<file path="src/rtl/nanov_store_capture.sv">
// Store-data capture buffer: queues every CPU store word in a DEPTH-entry FIFO
// and mirrors the most recent word in a holding register.
module nanov_store_capture #(
  parameter int WIDTH     = 32,
  parameter int DEPTH     = 8,
  parameter int OVERWRITE = 0
) (
  input  logic                       clk,
  input  logic                       rst,
  input  logic                       store_valid,
  input  logic [WIDTH-1:0]           store_data,
  output logic [WIDTH-1:0]           last_data,
  output logic                       out_valid,
  input  logic                       out_ready,
  output logic [WIDTH-1:0]           out_data,
  output logic [$clog2(DEPTH+1)-1:0] count,
  output logic                       overflow,
  input  logic                       clear_overflow
);

  localparam int AW = $clog2(DEPTH);
  localparam int CW = $clog2(DEPTH + 1);
  localparam logic [CW-1:0] FULL_COUNT = CW'(DEPTH);
  localparam bit OVW = (OVERWRITE != 0);

  logic [WIDTH-1:0] mem [DEPTH];
  logic [AW-1:0]    wr_ptr;
  logic [AW-1:0]    rd_ptr;
  logic             full;
  logic             pop;
  logic             full_event;
  logic             do_write;
  logic             adv_rd;

  // A full-FIFO event is a push that finds no room because nothing pops this cycle;
  // in overwrite mode it still writes and evicts the oldest word by advancing rd_ptr.
  always_comb begin
    full       = (count == FULL_COUNT);
    pop        = out_valid && out_ready;
    full_event = store_valid && full && !pop;
    do_write   = store_valid && (!full_event || OVW);
    adv_rd     = pop || (full_event && OVW);
  end

  assign out_valid = (count != '0);
  assign out_data  = out_valid ? mem[rd_ptr] : '0;

  always_ff @(posedge clk) begin
    if (do_write) mem[wr_ptr] <= store_data;
  end

  // Set beats clear so a full event coinciding with clear_overflow is never lost.
  always_ff @(posedge clk or posedge rst) begin
    if (rst) begin
      wr_ptr    <= '0;
      rd_ptr    <= '0;
      count     <= '0;
      overflow  <= 1'b0;
      last_data <= '0;
    end else begin
      if (do_write) wr_ptr <= wr_ptr + AW'(1);
      if (adv_rd)   rd_ptr <= rd_ptr + AW'(1);
      if (do_write && !adv_rd)      count <= count + CW'(1);
      else if (adv_rd && !do_write) count <= count - CW'(1);
      if (full_event)          overflow <= 1'b1;
      else if (clear_overflow) overflow <= 1'b0;
      if (store_valid) last_data <= store_data;
    end
  end

endmodule
</file>
<file path="config.mk">
export PLATFORM = sky130hd
export DESIGN_NAME = nanov_store_capture
export DESIGN_NICKNAME = d
export VERILOG_FILES = /design/src/rtl/nanov_store_capture.sv
export SDC_FILE = /design/constraint.sdc
export NUM_CORES = 1
export LEC_CHECK = 0
export BUFFER_PORTS_ARGS = -buffer_cell sky130_fd_sc_hd__buf_2
export CAP_MARGIN = 0
export CORE_UTILIZATION = 38
export CTS_CLUSTER_SIZE = 30
export DETAILED_ROUTE_END_ITERATION = 16
export GPL_ROUTABILITY_DRIVEN = 0
export GPL_TIMING_DRIVEN = 0
export PLACE_DENSITY = 0.55
export SYNTH_ARGS = -nofsm -noshare
export SYNTH_HDL_FRONTEND = slang
export SYNTH_SLANG_ARGS = --single-unit
</file>
<file path="constraint.sdc">
create_clock -name clk -period 7.2 [get_ports clk]
set_input_delay 0.72 -clock clk [delete_from_list [all_inputs] [get_ports clk]]
set_output_delay 0.72 -clock clk [all_outputs]
set_load 0.05 [all_outputs]
</file>
* After elaboration in Yosys (flattened, before gate mapping)
Memories as Yosys holds them, arrays and structs flattened.
Index checks and enable logic that the tools add are counted.
Widths: inputs -> output; s select.
** Word-level totals
- Register bits after elaboration :: 43
- Memory bits (writable) :: 256
- Input port bits :: 37
- Output and inout bits :: 70
- Word-level logic and storage cells :: 30
- Memories kept :: 1
** Operators by class
- Add/sub/neg operators :: 4
- Equality and inequality tests :: 1
- Mux-type cells :: 7
- Reductions and logical operators :: 12
** Memories
- mem :: words 8, bits a word 32, rd ports 1, clocked after Yosys merged registers in 0, write ports 1, RTL line 26 : logic [WIDTH-1:0] mem [DEPTH];
** Operators with widths (count)
- $mux 32 :: 1
- $mux 4 :: 2
- $add 3x1->3 const B :: 2
- $logic_and 1x1->1 :: 6
- $add 4x1->4 const B :: 1
- $eq 4x4->1 const B :: 1
- $mux 1 :: 4
- $reduce_bool 2->1 :: 2
- $reduce_bool 4->1 :: 1
- $sub 4x1->4 const B :: 1
- $logic_not 1->1 :: 3

* Depth between registers and ports, before layout
Gate-level depths: netlist (run 1).
- Depth after elaboration :: 10
- Mapped depth :: 9
- Depth with buffers taken out :: 9

* Worst setup path before layout (run 1)
Ideal clock, no wire load.
- Path kind :: input-to-reg
- From :: input store_valid
- To :: memory mem[0][0], enable pin
- Setup time :: 0.501 ns
- Data arrival time :: 4.255 ns
- Required time :: 6.699 ns
- Setup slack :: 2.443 ns
- Stages :: 3
- Buffers on the path :: 1
- Path through :: clkbuf_1 > o21ai_2 > nor4_1
** Between the ends
- Cells in the longest elaborated chain, start to end :: 6
** RTL lines
- start: declaration :: RTL line 10 : input logic store_valid,
- $logic_and 1x1->1 (2 in series) :: RTL line 40 : full_event = store_valid && full && !pop;
- $logic_not 1->1 :: RTL line 41 : do_write = store_valid && (!full_event || OVW);
- $logic_and 1x1->1 * :: RTL line 41
- $mux 1 * :: RTL line 49 : if (do_write) mem[wr_ptr] <= store_data;
- $mux 1 (implied by the code) * :: RTL line 49
- end: declaration :: RTL line 26
Mark *: on every way between the ends. The rest lies on a longest branch, timed or not.

* Worst setup path in the final report (run 1)
- From :: register rd_ptr[1]
- To :: output out_data[21]
** Between the ends
- Cells in the longest elaborated chain, start to end :: 2
** RTL lines
- start: declaration :: RTL line 28 : logic [AW-1:0] rd_ptr;
- start signal: assignment :: RTL line 62 : if (adv_rd) rd_ptr <= rd_ptr + AW'(1);
- $mem_v2 8x32
- $mux 32 :: RTL line 46 : assign out_data = out_valid ? mem[rd_ptr] : '0;
- end: declaration :: RTL line 15 : output logic [WIDTH-1:0] out_data,
No other way between the ends.

==> results of run 1 <==
-- routing by layer --
metal | up-vias | wire length (microns) | share of wire [%] | GRT usage, %
met1 | 2958 | 10700 | 43 | 22.7
met2 | 136 | 12400 | 50 | 27.3
li1 | 2464 | - | - | -
met4 | 0 | 424 | 1.7 | 4.53
met3 | 31 | 1190 | 4.8 | 2.92
met5 | - | 0 | 0 | 0
-- critical path, cell delays in order, from the launching register on --
cell,delay (ps)
dfrtp_1,370
clkbuf_1,490
buf_1,660
mux4_2,410
a22o_1,280
buf_2,220
-- logic make-up after synthesis --
kind of cell / Yosys count / share of synthesized area (%)
buffers and inverters: 33 / 1.63
and+or+nand+nor: 26 / 1.29
AOI/OAI and AO/OA: 41 / 3.04
xor gates and xnor gates: 6 / 0.460
adders and majority gates: 6 / 0.723
DFF: 299 / 76.7
muxes: 100 / 16.2
-- power groups by stage --
| stage | Combinational [W] | Clock (W) | Sequential, W |
|---|---|---|---|
| global placement | 0.00235 | 0 | 0.00229 |
| global route | 0.00255 | 0.00172 | 0.00227 |
| finish | 0.00241 | 0.00162 | 0.00225 |
| detailed placement | 0.00246 | 0 | 0.00229 |
| floorplan | 0.00167 | 0 | 0.00237 |
| CTS | 0.00246 | 0.00166 | 0.00225 |
-- Yosys cell counts, drive strengths merged --
library cell  instances  share of area, %
mux2i                 1             0.088
xnor2                 6              0.46
nor2                  3             0.099
and2                  1             0.077
edfxtp              256                67
o211ai                2              0.13
o32ai                 1             0.077
ha                    5              0.55
buf                  19               1.2
nor2b                 1             0.055
mux4                 64                13
nand3                 2             0.088
o221ai                1             0.077
or4                   2              0.13
nand3b                2              0.13
nor3                  4              0.18
fa                    1              0.18
a21o                  1             0.066
a21oi                 1             0.044
mux2                 35               3.4
nor4                  1             0.055
nand2b                3              0.16
a22o                 32               2.5
a211o                 1             0.077
inv                   5              0.16
clkbuf                9              0.30
dfrtp                43               9.4
or3                   4              0.22
nand2                 3             0.099
o21ai                 2              0.12
-- state kept, by name, summed over array words and instances, names as in the netlist --
register	cells
count	4
last_data	32
mem	256
overflow	1
rd_ptr	3
wr_ptr	3
-- per-stage QoR --
| step | hold WS (ps) | cells | cell area [sq um] |
|---|---|---|---|
| finish | 204 | 1089 | 13800 |
| global route | 246 | 1089 | 13800 |
| CTS | 220 | 1089 | 13800 |
| detailed placement | 491 | 1031 | 12800 |
| global placement | 481 | 1006 | 12400 |
| floorplan | 467 | 511 | 11400 |
-- worst paths after layout --
path                       slack (ps)            from  depth (start not counted)       endpoint
max                              3480       rd_ptr[1]                          5   out_data[21]
max in group asynchronous        6420             rst                          3      wr_ptr[2]
max reg2reg                      4180        count[0]                          9       count[3]
min in group clk                  370  clear_overflow                          2       overflow
min reg2reg                       500       rd_ptr[2]                          1      rd_ptr[2]
min                               200             rst                          2  last_data[15]
-- final cells by class --
type | instances | area [sq um] | share of cell area (%)
clock inverters | 19 | 220 | 1.59
flip-flops and latches | 299 | 8760 | 63.3
clock buffers | 39 | 826 | 5.97
multi-input cells | 179 | 2520 | 18.2
plain buffers | 28 | 168 | 1.21
well taps | 390 | 488 | 3.53
repair buffers | 130 | 827 | 5.98
inverters | 5 | 18.8 | 0.136
==> flow_metrics.tcl, run 1 <==
set metrics [dict create \
    status "completed" \
    cp_max_fo 10 \
    grt_overflow 0 \
    firstDrtPassIters 4 \
    power.density_mw_per_mm2 454 \
    n_antenna_cell 0 \
    grt_pass1_wl_microns 37100 \
    ctsResizeCount 0 \
    fin_ws_ps 3480 \
    grtUsageTotal_pct 16.6 \
    grt_antenna_before_repair 0 \
    clock_path_buffers 3 \
    post-cts-setup-buffers 0 \
    fillers 2540 \
    setup_tns_ps 0 \
    ioPinCount 107 \
    clkLatencyLatePin_ps 560 \
    switchingPower_w 0.00229 \
    p_total_w 0.00628 \
    critPathKind "reg2out" \
    synth_cell_type_count 34 \
    finalHoldViolCount 0 \
    layout_common_cells "edfxtp_1 (256), buf_2 (113), mux4_2 (64)" \
    finalMaxSlewViolations 0 \
    grt_max_degree 26 \
    clk_pin_slew_worst_paths_ps 70 \
    min_period_ps 3720 \
    yosysWarnings 0 \
    p_seq_share_pct 35.8 \
    drt-initial-drc-count 414 \
    place_ws_ps 3280 \
    rsz0062_at_grt "false" \
    fmax_ghz 0.269 \
    hold_class "in2async" \
    arrival_ps 3000 \
    layout-area-overhead-vs-synth_pct 21.1 \
    postRouteAntennaNets 0 \
    via_per_inst 5.13 \
    core_sq_mm 0.0296 \
    worstSetupEndpointType "output pin" \
    synth_fp_nets 554 \
    final_common_cell "edfxtp_1" \
    p_clk_share_pct 25.9 \
    synth.avg_cell_area_sq_um 22.4 \
    cts_max_level 1 \
    leakage_nw 4.85 \
    syn_area_sq_mm 0.0114 \
    numCtsBuffers 31 \
    maxCapViolations 0 \
    die_height_microns 175 \
    wl_per_cell_microns 22.7 \
    finClkSkew_ps 17.0 \
    clock-root-buffer "clkbuf_16" \
    ys_seq_area_share_pct 76.7 \
    nets 717 \
    worst_pin_slew_ps 904 \
    pwr-share-comb_pct 38.3 \
    slew_headroom_pct 39.4 \
    drive_above_1_share_pct 43.6 \
    die_area_sq_mm 0.0308 \
    cts_hold_buffers 0 \
    worst_ir_drop_vdd_uv 227 \
    hpwl_microns 16000 \
    switching_share_pct 36.5 \
    finalCritPeriodShare_pct 51.6 \
    wl_microns 24800 \
    cp.required_ps 6480 \
    start_util_pct 38.6 \
    finalSetupViolations 0 \
    cts_tree "built" \
    portBuffers 105 \
    syn_inst 511 \
    fp-row-count 63 \
    via_count 5589 \
    drc 0 \
    critPathLaunchType "flop" \
    internal_power_w 0.00399 \
    die_x_microns 175 \
    grt_pass1_vias 5934 \
    clock_sinks 299 \
    fin_util_pct 46.7 \
    synth_seq_cells 299 \
]
Power figures use the tool's default switching activity.
==> run 2, diff against run 1 <==
--- a/config.mk
+++ b/config.mk
@@ -12,7 +12,7 @@
 export DETAILED_ROUTE_END_ITERATION = 16
 export GPL_ROUTABILITY_DRIVEN = 0
 export GPL_TIMING_DRIVEN = 0
-export PLACE_DENSITY = 0.55
+export PLACE_DENSITY = 0.57
 export SYNTH_ARGS = -nofsm -noshare
 export SYNTH_HDL_FRONTEND = slang
 export SYNTH_SLANG_ARGS = --single-unit
==> constraint.sdc (replaced) <==
create_clock -name clk -period 3.12 [get_ports clk]
set_input_delay 0.312 -clock clk [delete_from_list [all_inputs] [get_ports clk]]
set_output_delay 0.312 -clock clk [all_outputs]
set_load 0.05 [all_outputs]
==> run 2 against run 1 <==
Net effect: cell count shrank 0.46%; worst setup slack lost 3400 ps; die area did not move; clock skew decreased by 7.2 ps; cell area down 0.19%; critical path type is now reg2reg.
==> flow_metrics.tcl, run 2 (same netlist as run 1, synthesis figures left out) <==
set metrics [dict create \
    setup_tns_ps 0 \
    regArea_sq_mm 0.00876 \
    layout-area-overhead-vs-synth_pct 20.9 \
    leakage_nw 4.81 \
    die_height_microns 175 \
    critPathLaunchType "flop" \
    hold_class "in2reg" \
    wl_per_cell_microns 23.1 \
    worst_ir_drop_vdd_uv 797 \
    grtUsageTotal_pct 16.7 \
    worst_path_most_repeated_cell "or4_1" \
    multiInputGateArea_sq_mm 0.00255 \
    path_buf_inv 2 \
    path_delay_family "simple AND/OR/NAND/NOR gates" \
    timing.rr.start "count[0]" \
    grt_antenna_before_repair 0 \
    finalSetupViolations 0 \
    cts_max_level 1 \
    reg_top3 "mem: 256 flops, last_data: 32 flops, count: 4 flops" \
    start_util_pct 38.6 \
    status "completed" \
    nets 713 \
    largest_reg_flops 256 \
    n_antenna_cell 0 \
    drt-initial-drc-count 334 \
    maxCapViolations 0 \
    portBuffers 105 \
    cp_slowest_cell "or4_1" \
    clock-root-buffer "clkbuf_16" \
    arrival_ps 3420 \
    finalCritPeriodShare_pct 96.2 \
    cp.required_ps 3530 \
    finalMaxSlewViolations 0 \
    critPathLaunch "count[0]" \
    rsz0062_at_grt "false" \
    worst_pin_slew_ps 914 \
    clk_pin_slew_worst_paths_ps 60 \
    ioPinCount 107 \
    finalHoldViolCount 0 \
    min_period_ps 3000 \
    drive_above_1_share_pct 42.7 \
    grt_pass1_wl_microns 37300 \
    final_common_cell "edfxtp_1" \
    cp_max_fo 6 \
    grt_pass1_vias 5989 \
    cpPeakStageDelay_ps 530 \
    wl_microns 25000 \
    clock_path_buffers 3 \
    fmax_ghz 0.333 \
    via_per_inst 5.26 \
    power.density_mw_per_mm2 1030 \
    drc 0 \
    clkLatencyLatePin_ps 550 \
    worstSetupEndpointType "flop" \
    grt_max_degree 35 \
    clock_sinks 299 \
    cp_cell_sequence "or4_1 -> buf_2 -> nand2_1 -> ha_2 -> inv_1 -> ha_1 -> or4_1 -> nand3_1 -> o221ai_1" \
    die_area_sq_mm 0.0308 \
    via_count 5698 \
    top_register "mem" \
    hold_slack_ps 44.5 \
    fillers 2519 \
    fp-row-count 63 \
    firstDrtPassIters 4 \
    slew_headroom_pct 38.7 \
    layout_common_cells "edfxtp_1 (256), buf_2 (111), mux4_2 (64)" \
    postRouteAntennaNets 0 \
    holdCritStartpoint "store_data[17]" \
    numCtsBuffers 30 \
    core_sq_mm 0.0296 \
    critPathKind "reg2reg" \
    die_x_microns 175 \
    finClkSkew_ps 9.73 \
    grt_overflow 0 \
    p_total_w 0.0142 \
    hpwl_microns 15800 \
    fin_util_pct 46.6 \
    cts_tree "built" \
]
-- run 2: metal layers --
layer  GRT usage (%)  vias to the layer above  wire (microns)
met5               0                        -               0
met4            3.91                        0             333
met3            3.18                       31            1570
met2            27.4                      160           12200
met1            23.0                     3057           10800
li1                -                     2450               -
-- run 2: layout make-up --
type                       count  share of cell area (%)
clock buffer                  41                    5.96
multi-input combinational    179                    18.5
sequential                   299                    63.5
buffer                        28                    1.35
timing repair buffer         127                    6.23
inverter                       5                   0.136
tap                          390                    3.53
clock inverter                15                   0.861
-- run 2: timing repair --
action,in CTS,in global routing
hold endpoints to repair,10,0
endpoints found under the setup margin,32,16
hold buffers,2,0
gates resized for setup,6,6
buffers inserted,0,0
-- run 2: worst paths after layout --
| check | endpoint | slack [ps] | depth (start not counted) |
|---|---|---|---|
| worst max-delay path | count[3] | 120 | 9 |
| max in group asynchronous | last_data[6] | 2340 | 4 |
| worst min register to register | last_data[18] | 500 | 1 |
| min in group asynchronous | last_data[16] | 240 | 3 |
| worst min-delay path | mem[5][17] | 40 | 1 |
| worst max register to register | count[3] | 120 | 9 |
-- run 2: stage by stage --
step                area [sq um]  cells  setup WS (ps)
CTS                        13800   1084           5.19
detailed placement         12800   1026           -375
global placement           12500   1006          -3450
global route               13800   1084           2.53
floorplan                  11400    511           -719
finish                     13800   1084            118
-- run 2: report_power, final --
part	switching (W)	internal [W]	total, W
Sequential	0.000227	0.00498	0.00520
Combinational	0.00363	0.00198	0.00561
Clock	0.00143	0.00200	0.00343
Total	0.00529	0.00895	0.0142
